<file path="config.mk">
export PLATFORM = sky130hd
export DESIGN_NAME = vga_scanout
export DESIGN_NICKNAME = d
export VERILOG_FILES = /design/src/rtl/vga_scanout_pkg.sv /design/src/rtl/vga_timing.sv /design/src/rtl/vga_scanout.sv
export SDC_FILE = /design/constraint.sdc
export NUM_CORES = 1
export LEC_CHECK = 0
export CAP_MARGIN = 30
export CORE_MARGIN = 3
export CORE_UTILIZATION = 35
export CTS_CLUSTER_DIAMETER = 120
export DETAILED_ROUTE_END_ITERATION = 7
export SYNTH_ARGS = -nofsm -noshare
export SYNTH_HDL_FRONTEND = slang
export SYNTH_SLANG_ARGS = --single-unit
</file>
<file path="constraint.sdc">
create_clock -name CLOCK_50 -period 3.3 [get_ports CLOCK_50]
set_input_delay 0.66 -clock CLOCK_50 [delete_from_list [all_inputs] [get_ports CLOCK_50]]
set_output_delay 0.66 -clock CLOCK_50 [all_outputs]
set_load 0.05 [all_outputs]
</file>
<file path="src/rtl/vga_scanout_pkg.sv">
// vga_scanout_pkg: 640x480@60 timing constants, pipeline types and address helper
package vga_scanout_pkg;

   localparam int H_VISIBLE   = 640;
   localparam int H_FP        = 16;
   localparam int H_SYNC      = 96;
   localparam int H_BP        = 48;
   localparam int H_TOTAL     = H_VISIBLE + H_FP + H_SYNC + H_BP;
   localparam int V_VISIBLE   = 480;
   localparam int V_FP        = 10;
   localparam int V_SYNC      = 2;
   localparam int V_BP        = 33;
   localparam int V_TOTAL     = V_VISIBLE + V_FP + V_SYNC + V_BP;
   localparam int SCALE_SHIFT = 2;

   localparam int CNT_W  = 10;
   localparam int ADDR_W = 15;

   typedef struct packed {
      logic hs_n;
      logic vs_n;
      logic vis;
   } sync_t;

   localparam sync_t SYNC_IDLE = '{hs_n: 1'b1, vs_n: 1'b1, vis: 1'b0};

   // y*160 + x with y, x the scan position divided by the 4x scale
   function automatic logic [ADDR_W-1:0] pixel_addr(input logic [CNT_W-1:0] h,
                                                    input logic [CNT_W-1:0] v);
      logic [ADDR_W-1:0] x;
      logic [ADDR_W-1:0] y;
      x = ADDR_W'(h >> SCALE_SHIFT);
      y = ADDR_W'(v >> SCALE_SHIFT);
      return (y << 7) + (y << 5) + x;
   endfunction

endpackage

</file>
<file path="src/rtl/vga_timing.sv">
// vga_timing: pixel enable, h/v scan counters and raw sync/visible decode
module vga_timing
   import vga_scanout_pkg::*;
#(
   parameter int H_VIS    = H_VISIBLE,
   parameter int H_FRONT  = H_FP,
   parameter int H_SYNC_W = H_SYNC,
   parameter int H_TOT    = H_TOTAL,
   parameter int V_VIS    = V_VISIBLE,
   parameter int V_FRONT  = V_FP,
   parameter int V_SYNC_W = V_SYNC,
   parameter int V_TOT    = V_TOTAL
) (
   input  logic             clk,
   input  logic             resetn,
   output logic             pe,
   output logic [CNT_W-1:0] h,
   output logic [CNT_W-1:0] v,
   output sync_t            raw,
   output logic             wrap
);

   localparam logic [CNT_W-1:0] H_LAST  = CNT_W'(H_TOT - 1);
   localparam logic [CNT_W-1:0] V_LAST  = CNT_W'(V_TOT - 1);
   localparam logic [CNT_W-1:0] H_VIS_L = CNT_W'(H_VIS);
   localparam logic [CNT_W-1:0] V_VIS_L = CNT_W'(V_VIS);
   localparam logic [CNT_W-1:0] HS_BEG  = CNT_W'(H_VIS + H_FRONT);
   localparam logic [CNT_W-1:0] HS_END  = CNT_W'(H_VIS + H_FRONT + H_SYNC_W);
   localparam logic [CNT_W-1:0] VS_BEG  = CNT_W'(V_VIS + V_FRONT);
   localparam logic [CNT_W-1:0] VS_END  = CNT_W'(V_VIS + V_FRONT + V_SYNC_W);

   logic h_end;
   logic v_end;

   assign h_end = h == H_LAST;
   assign v_end = v == V_LAST;

   // pe halves CLOCK_50 to the pixel rate; the scan position steps only on pe edges
   always_ff @(posedge clk or negedge resetn) begin
      if (!resetn) begin
         pe <= 1'b0;
         h  <= '0;
         v  <= '0;
      end else begin
         pe <= ~pe;
         if (pe) begin
            h <= h_end ? '0 : h + 1'b1;
            if (h_end)
               v <= v_end ? '0 : v + 1'b1;
         end
      end
   end

   // syncs and visible flag for the current scan position, plus the frame-wrap strobe
   always_comb begin
      raw.hs_n = !(h >= HS_BEG && h < HS_END);
      raw.vs_n = !(v >= VS_BEG && v < VS_END);
      raw.vis  = h < H_VIS_L && v < V_VIS_L;
      wrap     = pe && h_end && v_end;
   end

endmodule

</file>
<file path="src/rtl/vga_scanout.sv">
// vga_scanout: 4x-scaled 160x120 framebuffer scan-out to a 640x480@60 VGA DAC
module vga_scanout
   import vga_scanout_pkg::*;
#(
   parameter int BITS_PER_COLOUR_CHANNEL = 1,
   parameter int H_RES    = 160,
   parameter int V_RES    = 120,
   parameter int H_VIS    = H_VISIBLE,
   parameter int H_FRONT  = H_FP,
   parameter int H_SYNC_W = H_SYNC,
   parameter int H_TOT    = H_TOTAL,
   parameter int V_VIS    = V_VISIBLE,
   parameter int V_FRONT  = V_FP,
   parameter int V_SYNC_W = V_SYNC,
   parameter int V_TOT    = V_TOTAL
) (
   input  logic              CLOCK_50,
   input  logic              resetn,
   output logic [ADDR_W-1:0] rd_addr,
   input  logic [2:0]        rd_data,
   output logic [7:0]        VGA_R,
   output logic [7:0]        VGA_G,
   output logic [7:0]        VGA_B,
   output logic              VGA_HS,
   output logic              VGA_VS,
   output logic              VGA_BLANK_N,
   output logic              VGA_SYNC_N,
   output logic              VGA_CLK,
   output logic              frame_start
);

   localparam int REP = 8 / BITS_PER_COLOUR_CHANNEL;
   localparam logic [CNT_W-1:0] X_LIM = CNT_W'(H_RES);
   localparam logic [CNT_W-1:0] Y_LIM = CNT_W'(V_RES);

   logic             pe;
   logic             wrap;
   logic             in_fb;
   logic [CNT_W-1:0] h;
   logic [CNT_W-1:0] v;
   sync_t            raw;
   sync_t            s1;

   vga_timing #(
      .H_VIS    (H_VIS),
      .H_FRONT  (H_FRONT),
      .H_SYNC_W (H_SYNC_W),
      .H_TOT    (H_TOT),
      .V_VIS    (V_VIS),
      .V_FRONT  (V_FRONT),
      .V_SYNC_W (V_SYNC_W),
      .V_TOT    (V_TOT)
   ) u_timing (
      .clk    (CLOCK_50),
      .resetn (resetn),
      .pe     (pe),
      .h      (h),
      .v      (v),
      .raw    (raw),
      .wrap   (wrap)
   );

   assign in_fb      = raw.vis && (h >> SCALE_SHIFT) < X_LIM && (v >> SCALE_SHIFT) < Y_LIM;
   assign VGA_SYNC_N = 1'b1;
   assign VGA_CLK    = pe;

   // address stage: issue the framebuffer read and hold this pixel's syncs alongside it
   always_ff @(posedge CLOCK_50 or negedge resetn) begin
      if (!resetn) begin
         rd_addr <= '0;
         s1      <= SYNC_IDLE;
      end else if (pe) begin
         rd_addr <= in_fb ? pixel_addr(h, v) : '0;
         s1      <= raw;
      end
   end

   // output stage: expand the returned pixel, black it outside the visible area
   always_ff @(posedge CLOCK_50 or negedge resetn) begin
      if (!resetn) begin
         VGA_R       <= '0;
         VGA_G       <= '0;
         VGA_B       <= '0;
         VGA_HS      <= 1'b1;
         VGA_VS      <= 1'b1;
         VGA_BLANK_N <= 1'b0;
      end else if (pe) begin
         VGA_R       <= s1.vis ? {REP{rd_data[2]}} : '0;
         VGA_G       <= s1.vis ? {REP{rd_data[1]}} : '0;
         VGA_B       <= s1.vis ? {REP{rd_data[0]}} : '0;
         VGA_HS      <= s1.hs_n;
         VGA_VS      <= s1.vs_n;
         VGA_BLANK_N <= s1.vis;
      end
   end

   // frame pulse: one CLOCK_50 cycle after the pe edge that wraps the scan to (0,0)
   always_ff @(posedge CLOCK_50 or negedge resetn) begin
      if (!resetn)
         frame_start <= 1'b0;
      else
         frame_start <= wrap;
   end

endmodule

</file>
==> results of run 1 <==
-- cells by family (layout without fill, tap and decap cells) --
logic type	Yosys count	after routing	share of synthesized area, %
and+or+nand+nor	62	62	12.4
buffers and inverters	48	76	10.5
DFF	46	46	45.5
AOI/OAI and AO/OA	44	44	12.6
adders and majority gates	21	21	10.9
xor gates and xnor gates	18	18	6.20
muxes	4	4	1.72
other	1	1	0.147
-- registers in the layout (all words and copies together) (netlist names) --
name / flops
VGA_B: 1
VGA_BLANK_N: 1
VGA_G: 1
VGA_HS: 1
VGA_R: 1
VGA_VS: 1
frame_start: 1
rd_addr: 15
s1: 3
u_timing.h: 10
u_timing.pe: 1
u_timing.v: 10
-- synthesized netlist by cell type (all sizes together) --
| cell type | n | share of area (%) |
|---|---|---|
| a211oi | 2 | 0.59 |
| a21o | 4 | 1.2 |
| a21oi | 4 | 0.79 |
| a221o | 1 | 0.39 |
| a22o | 10 | 3.4 |
| a31oi | 1 | 0.25 |
| a32o | 1 | 0.39 |
| and3 | 2 | 0.49 |
| buf | 25 | 7.0 |
| clkbuf | 5 | 0.79 |
| conb | 1 | 0.15 |
| dfrtp | 42 | 41 |
| dfstp | 4 | 4.1 |
| fa | 2 | 1.6 |
| ha | 19 | 9.4 |
| inv | 18 | 2.7 |
| mux2 | 3 | 1.3 |
| mux2i | 1 | 0.39 |
| nand2 | 14 | 2.1 |
| nand2b | 3 | 0.74 |
| nand3 | 8 | 1.8 |
| nand4 | 6 | 1.7 |
| nand4b | 1 | 0.34 |
| nor2 | 19 | 3.1 |
| nor3 | 5 | 0.98 |
| nor4 | 3 | 0.74 |
| o211a | 1 | 0.39 |
| o211ai | 1 | 0.30 |
| o21a | 1 | 0.30 |
| o21ai | 10 | 2.0 |
| o21bai | 1 | 0.30 |
| o22a | 1 | 0.34 |
| o2bb2ai | 1 | 0.34 |
| o31a | 1 | 0.34 |
| o31ai | 1 | 0.30 |
| o32ai | 2 | 0.69 |
| o41ai | 1 | 0.34 |
| or4 | 1 | 0.44 |
| xnor2 | 14 | 4.8 |
| xor2 | 4 | 1.4 |
-- area by class of cell --
| type | count | area, um^2 | share of cell area, % |
|---|---|---|---|
| flip-flops and latches | 46 | 1160 | 37.9 |
| multi-input cells | 150 | 1120 | 36.7 |
| repair buffers | 51 | 510 | 16.7 |
| well taps | 96 | 120 | 3.93 |
| inverters | 18 | 67.6 | 2.21 |
| clock buffers | 5 | 68.8 | 2.25 |
| clock inverters | 2 | 10.0 | 0.328 |
-- power groups by stage --
stage,clock network [mW],logic [mW],registers (mW)
3_3_place_gp,0,0.105,0.580
2_1_floorplan,0,0.0731,0.587
4_1_cts,0.345,0.108,0.569
3_5_place_dp,0,0.108,0.580
5_1_grt,0.370,0.112,0.570
6_report,0.326,0.107,0.569
-- routing by layer --
metal,vias up,global-route usage [%]
li1,891,-
met1,828,17.8
met2,61,19.1
met3,4,3.81
met4,0,4.52
met5,-,0
-- metrics by stage --
stage          worst slack (ns)  power (mW)  cells  utilization (%)
6_report                  0.631        1.00    368             44.2
5_1_grt                   0.372        1.05    368             44.2
4_1_cts                   0.626        1.02    368             44.2
3_5_place_dp              0.673       0.689    361             43.1
3_3_place_gp              0.740       0.684    360             42.8
2_1_floorplan             0.878       0.660    244                -
-- how the worst max path moves through the flow --
stage / cells past startpoint / endpoint / slack (ns)
5_1_grt: 9 / rd_addr[13] / 0.37
4_1_cts: 9 / rd_addr[13] / 0.63
2_1_floorplan: 9 / rd_addr[13] / 0.88
3_3_place_gp: 9 / rd_addr[13] / 0.74
3_5_place_dp: 9 / rd_addr[13] / 0.67
6_report: 9 / rd_addr[13] / 0.63
-- worst register-to-register path: cells and delay by family (launching register included) --
kind,cells,cell delay (ns)
adders and majority gates,2,0.86
xor gates and xnor gates,1,0.10
AOI/OAI and AO/OA,3,0.82
and+or+nand+nor,1,0.12
buffers and inverters,2,0.17
DFF,1,0.49
==> results.toml, run 1 <==
[status]
outcome = "finished, final reports clean"

[global_route]
antenna_found_initial = 0
grt_pass1_wl_um = 8710
track_usage_pct = 12.9
grt_pass1_vias = 1772
grt_max_degree = 32
grt_overflow_total = 0

[route]
dr_wl_met3_um = 343
drc = 0
wl_met2_um = 2070
finalWirelength_um = 4900
first_iter_violations = 82
met1_length_um = 2430
highest_layer = "met4"
vias = 1784
dr.pass1.iters = 4
wl_per_cell_um = 13.3
ant_nets = 0
vias_per_cell = 4.85

[sta]
hold_violations = 0
fin_tns_setup_ns = 0
whs_ns = 0.267
fmax_ghz = 0.375
period_needed_ns = 2.67
period_share_pct = 80.9
rsz0062_at_grt = "false"
worstMarginPinSlew_ns = 0.669
setup_viol = 0
fin_worst_skew_ns = 0.00932
relSlewSlack_pct = 55.0
finalMaxSlewViolations = 0

[yosys]
synth.distinct_cells = 46
synth_nets = 270
synth_seq_cells = 46
syn_avg_cell_area_um2 = 10.4
synth_cells = 244
yosysWarningCount = 0
synth_area_um2 = 2540
synth_seq_area_share_pct = 45.5

[clocking]
clk_path_buf_depth = 2
cts_buffers = 5
ctsHtreeMaxLevel = 2
cts_tree = "built"
post_cts_resize_count = 0
clock-root-buffer = "clkbuf_8"
clock_latency_ns = 0.30
postCtsSetupRepairBufs = 0
ctsHoldBuffers = 0
clkTransAtPathRegs_ns = 0.09
cts.sinks = 46

[critical_path]
reg2regPathDepth = 9
r2r_setup_slack_ns = 0.63
cp.required_ns = 3.49
cp_common_cell = "inv_1"
cp.buffers_inverters = 2
crit_start = "u_timing.v[4]"
crit_family = "adder cells"
worstPathMaxFanout = 7
critPathMaxStageDelay_ns = 0.55
path_cells = "inv_1 > fa_1 > inv_1 > ha_1 > a211oi_1 > nor2_1 > o41ai_1 > xnor2_1 > a22o_1"
worst_path_max_delay_cell = "fa_1"
path_class = "register to register"
endpoint_kind = "register"
r2r_end = "rd_addr[13]"
cp-start-kind = "register"
worstReg2RegStart = "u_timing.v[4]"
cp.arrival_ns = 2.86

[power]
p_leak_nw = 1.41
power_frac_seq_pct = 56.8
ir_drop_v = 0.000121
cellPowerDensity_nw_per_um2 = 328
combPwrFrac_pct = 10.6
power.internal_mw = 0.739
power.switching_mw = 0.263
sw_frac_of_total_pct = 26.2
p_clk_share_pct = 32.6

[flow_run]
cap_violations = 0

[cells_and_area]
antennaDiodeCount = 0
layout.nets = 298
fillers = 673
area_delta_synth_final_pct = 20.1
drive_above_1_share_pct = 8.09
layout_common_cells = "clkdlybuf4s50_1 (47), dfrtp_1 (42), ha_1 (19)"
fin_area_um2 = 3050
layout_commonest_cell = "clkdlybuf4s50_1"

[floorplan]
die-area_um2 = 8320
start_util_pct = 36.8
num_rows = 30
chipHeight_um = 91.2
die_w_um = 91.2
core-area_um2 = 6910
io_pins = 50

[placed_design]
placed_area_um2 = 2970
place.gp.congestion = 0.825
dp_hpwl_um = 3610
io_buffer_count = 48

[worst_hold_path]
hold_class = "input port to asynchronous set/reset pin"
Note: power is estimated with default switching activity, not from simulation.
==> run 2: changes to the inputs <==
- clock period: 3.3 -> 2.2 ns (I/O delays scaled with it)
==> run 2 against run 1 <==
Net effect: the run now ends with negative setup slack left; sequential cell count is the same; die area stayed put; core utilization grew 3.9 points; highest routed layer unchanged; sequential share of layout area down 3.0 points; clock power rose by 87%; combinational power increased by 49%; first-iteration DRC count grew 38%; worst setup slack got worse by 0.69 ns; largest cell class is now multi-input gates.
==> results.toml, run 2 (synthesized netlist as in run 1, its figures left out) <==
[status]
outcome = "complete, but fails checks"
violations = "negative setup slack"

[power]
power.switching_mw = 0.397
sw_frac_of_total_pct = 24.4
cellPowerDensity_nw_per_um2 = 489
ir_drop_v = 0.000228
combPwrFrac_pct = 9.8
p_clk_share_pct = 37.6
power_frac_seq_pct = 52.5
power.internal_mw = 1.23
p_leak_nw = 1.55

[global_route]
grt_max_degree = 23
grt_pass1_wl_um = 9060
track_usage_pct = 13.8
grt_overflow_total = 0
antenna_found_initial = 0
grt_pass1_vias = 1867

[floorplan]
io_pins = 50
die_w_um = 91.2
chipHeight_um = 91.2
num_rows = 30
start_util_pct = 36.8
core-area_um2 = 6910
die-area_um2 = 8320

[cells_and_area]
drive_above_1_share_pct = 21.0
reg_top3 = "rd_addr x15, u_timing.h x10, u_timing.v x10"
final-seq-area_um2 = 1160
regMostFlops = "rd_addr"
post-route-util_pct = 48.1
multiInputGateArea_um2 = 1200
layout_commonest_cell = "clkdlybuf4s50_1"
layout.nets = 320
layout_common_cells = "clkdlybuf4s50_1 (46), dfrtp_1 (41), buf_4 (25)"
antennaDiodeCount = 0
area_delta_synth_final_pct = 30.7
largest_register_ffs = 15
fin_area_um2 = 3320
fillers = 669

[route]
vias_per_cell = 4.80
finalWirelength_um = 5340
ant_nets = 0
wl_per_cell_um = 13.7
drc = 0
vias = 1876
first_iter_violations = 113
dr.pass1.iters = 4

[flow_run]
cap_violations = 0

[sta]
setup_viol = 1
rsz0062_at_grt = "true"
setup_ws_ns = -0.0610
relSlewSlack_pct = 66.1
period_needed_ns = 2.26
period_share_pct = 103
fin_tns_setup_ns = -0.0610
finalMaxSlewViolations = 0
worstMarginPinSlew_ns = 0.507
fmax_ghz = 0.442
fin_worst_skew_ns = 0.00499
hold_violations = 0

[placed_design]
pre_cts_slack_ns = -0.135
placed_area_um2 = 3160
dp_hpwl_um = 4010
place.gp.congestion = 0.791
io_buffer_count = 48

[critical_path]
endpoint_kind = "register"
crit_start = "u_timing.v[4]"
worstReg2RegStart = "u_timing.v[4]"
cp.arrival_ns = 2.45
reg2regPathDepth = 9
worstPathMaxFanout = 2
r2r_setup_slack_ns = -0.06
cp.required_ns = 2.39
cp-start-kind = "register"
r2r_end = "rd_addr[13]"
path_class = "register to register"
crit_path_end = "rd_addr[13]"

[clocking]
clkTransAtPathRegs_ns = 0.08
ctsHtreeMaxLevel = 2
cts_tree = "built"
cts_buffers = 5
cts.sinks = 46
clock_latency_ns = 0.29
clk_path_buf_depth = 2
ctsHoldBuffers = 0
clock-root-buffer = "clkbuf_8"

[worst_hold_path]
hold_class = "input port to asynchronous set/reset pin"
==> run 2: cell types whose count changed in the layout (fill, tap and decap cells not counted), moves of 2 or more <==
cell	delta
inv_2	+5
fa_1	-2
buf_4	+23
fa_2	+2
ha_4	+3
inv_1	-5
ha_1	-4
==> run 2: power groups by stage <==
| stage | Clock [mW] | Sequential (mW) | Combinational [mW] |
|---|---|---|---|
| after floorplan | 0 | 0.880 | 0.110 |
| after detailed placement | 0 | 0.870 | 0.162 |
| after global placement | 0 | 0.870 | 0.160 |
| after CTS | 0.635 | 0.854 | 0.162 |
| after global routing | 0.676 | 0.855 | 0.166 |
| final | 0.611 | 0.853 | 0.159 |
==> run 2: layout make-up <==
class / count / share of cell area [%]
clock inverters: 3 / 1.20
well taps: 96 / 3.61
inverters: 18 / 2.03
multi-input cells: 150 / 36.0
repair buffers: 73 / 20.3
flip-flops and latches: 46 / 34.8
clock buffers: 5 / 2.07
==> run 2: what timing repair did <==
item,in CTS,in global routing
setup endpoints to repair,5,5
buffers inserted,0,1
resized for setup,3,7
pin swaps,5,3
==> run 2: routing by layer <==
metal  global-route usage, %  up-vias  routed length, um  part of all wire (%)
met5                       0        -                  0                     0
met4                    6.03        0                115                   2.2
met3                    2.65        8                229                   4.3
met2                    22.2       48               2490                    47
met1                    17.9      897               2510                    47
li1                        -      923                  -                     -
==> run 2: how the worst min path moves through the flow <==
| stage | startpoint | end | cells past startpoint |
|---|---|---|---|
| after floorplan | resetn | VGA_BLANK_N | 0 |
| after global placement | resetn | u_timing.v[8] | 1 |
| after detailed placement | resetn | u_timing.v[8] | 1 |
| after CTS | resetn | u_timing.h[7] | 1 |
| after global routing | resetn | u_timing.h[7] | 1 |
| final | resetn | u_timing.v[8] | 1 |
==> run 2: stage by stage <==
step / instances / hold slack [ns] / total power, mW
floorplan: 244 / 0.144 / 0.990
global placement: 382 / 0.415 / 1.03
detailed placement: 382 / 0.420 / 1.03
CTS: 390 / 0.0927 / 1.65
global route: 391 / 0.0994 / 1.70
finish: 391 / 0.0871 / 1.62
==> run 2: worst max-delay path, cell delays in order, from the launching register on <==
cell	delay, ns
dfrtp_2	0.37
inv_2	0.05
fa_2	0.59
inv_2	0.05
ha_4	0.22
a211oi_4	0.21
nor2_1	0.09
o41ai_2	0.30
xnor2_1	0.11
a22o_1	0.18
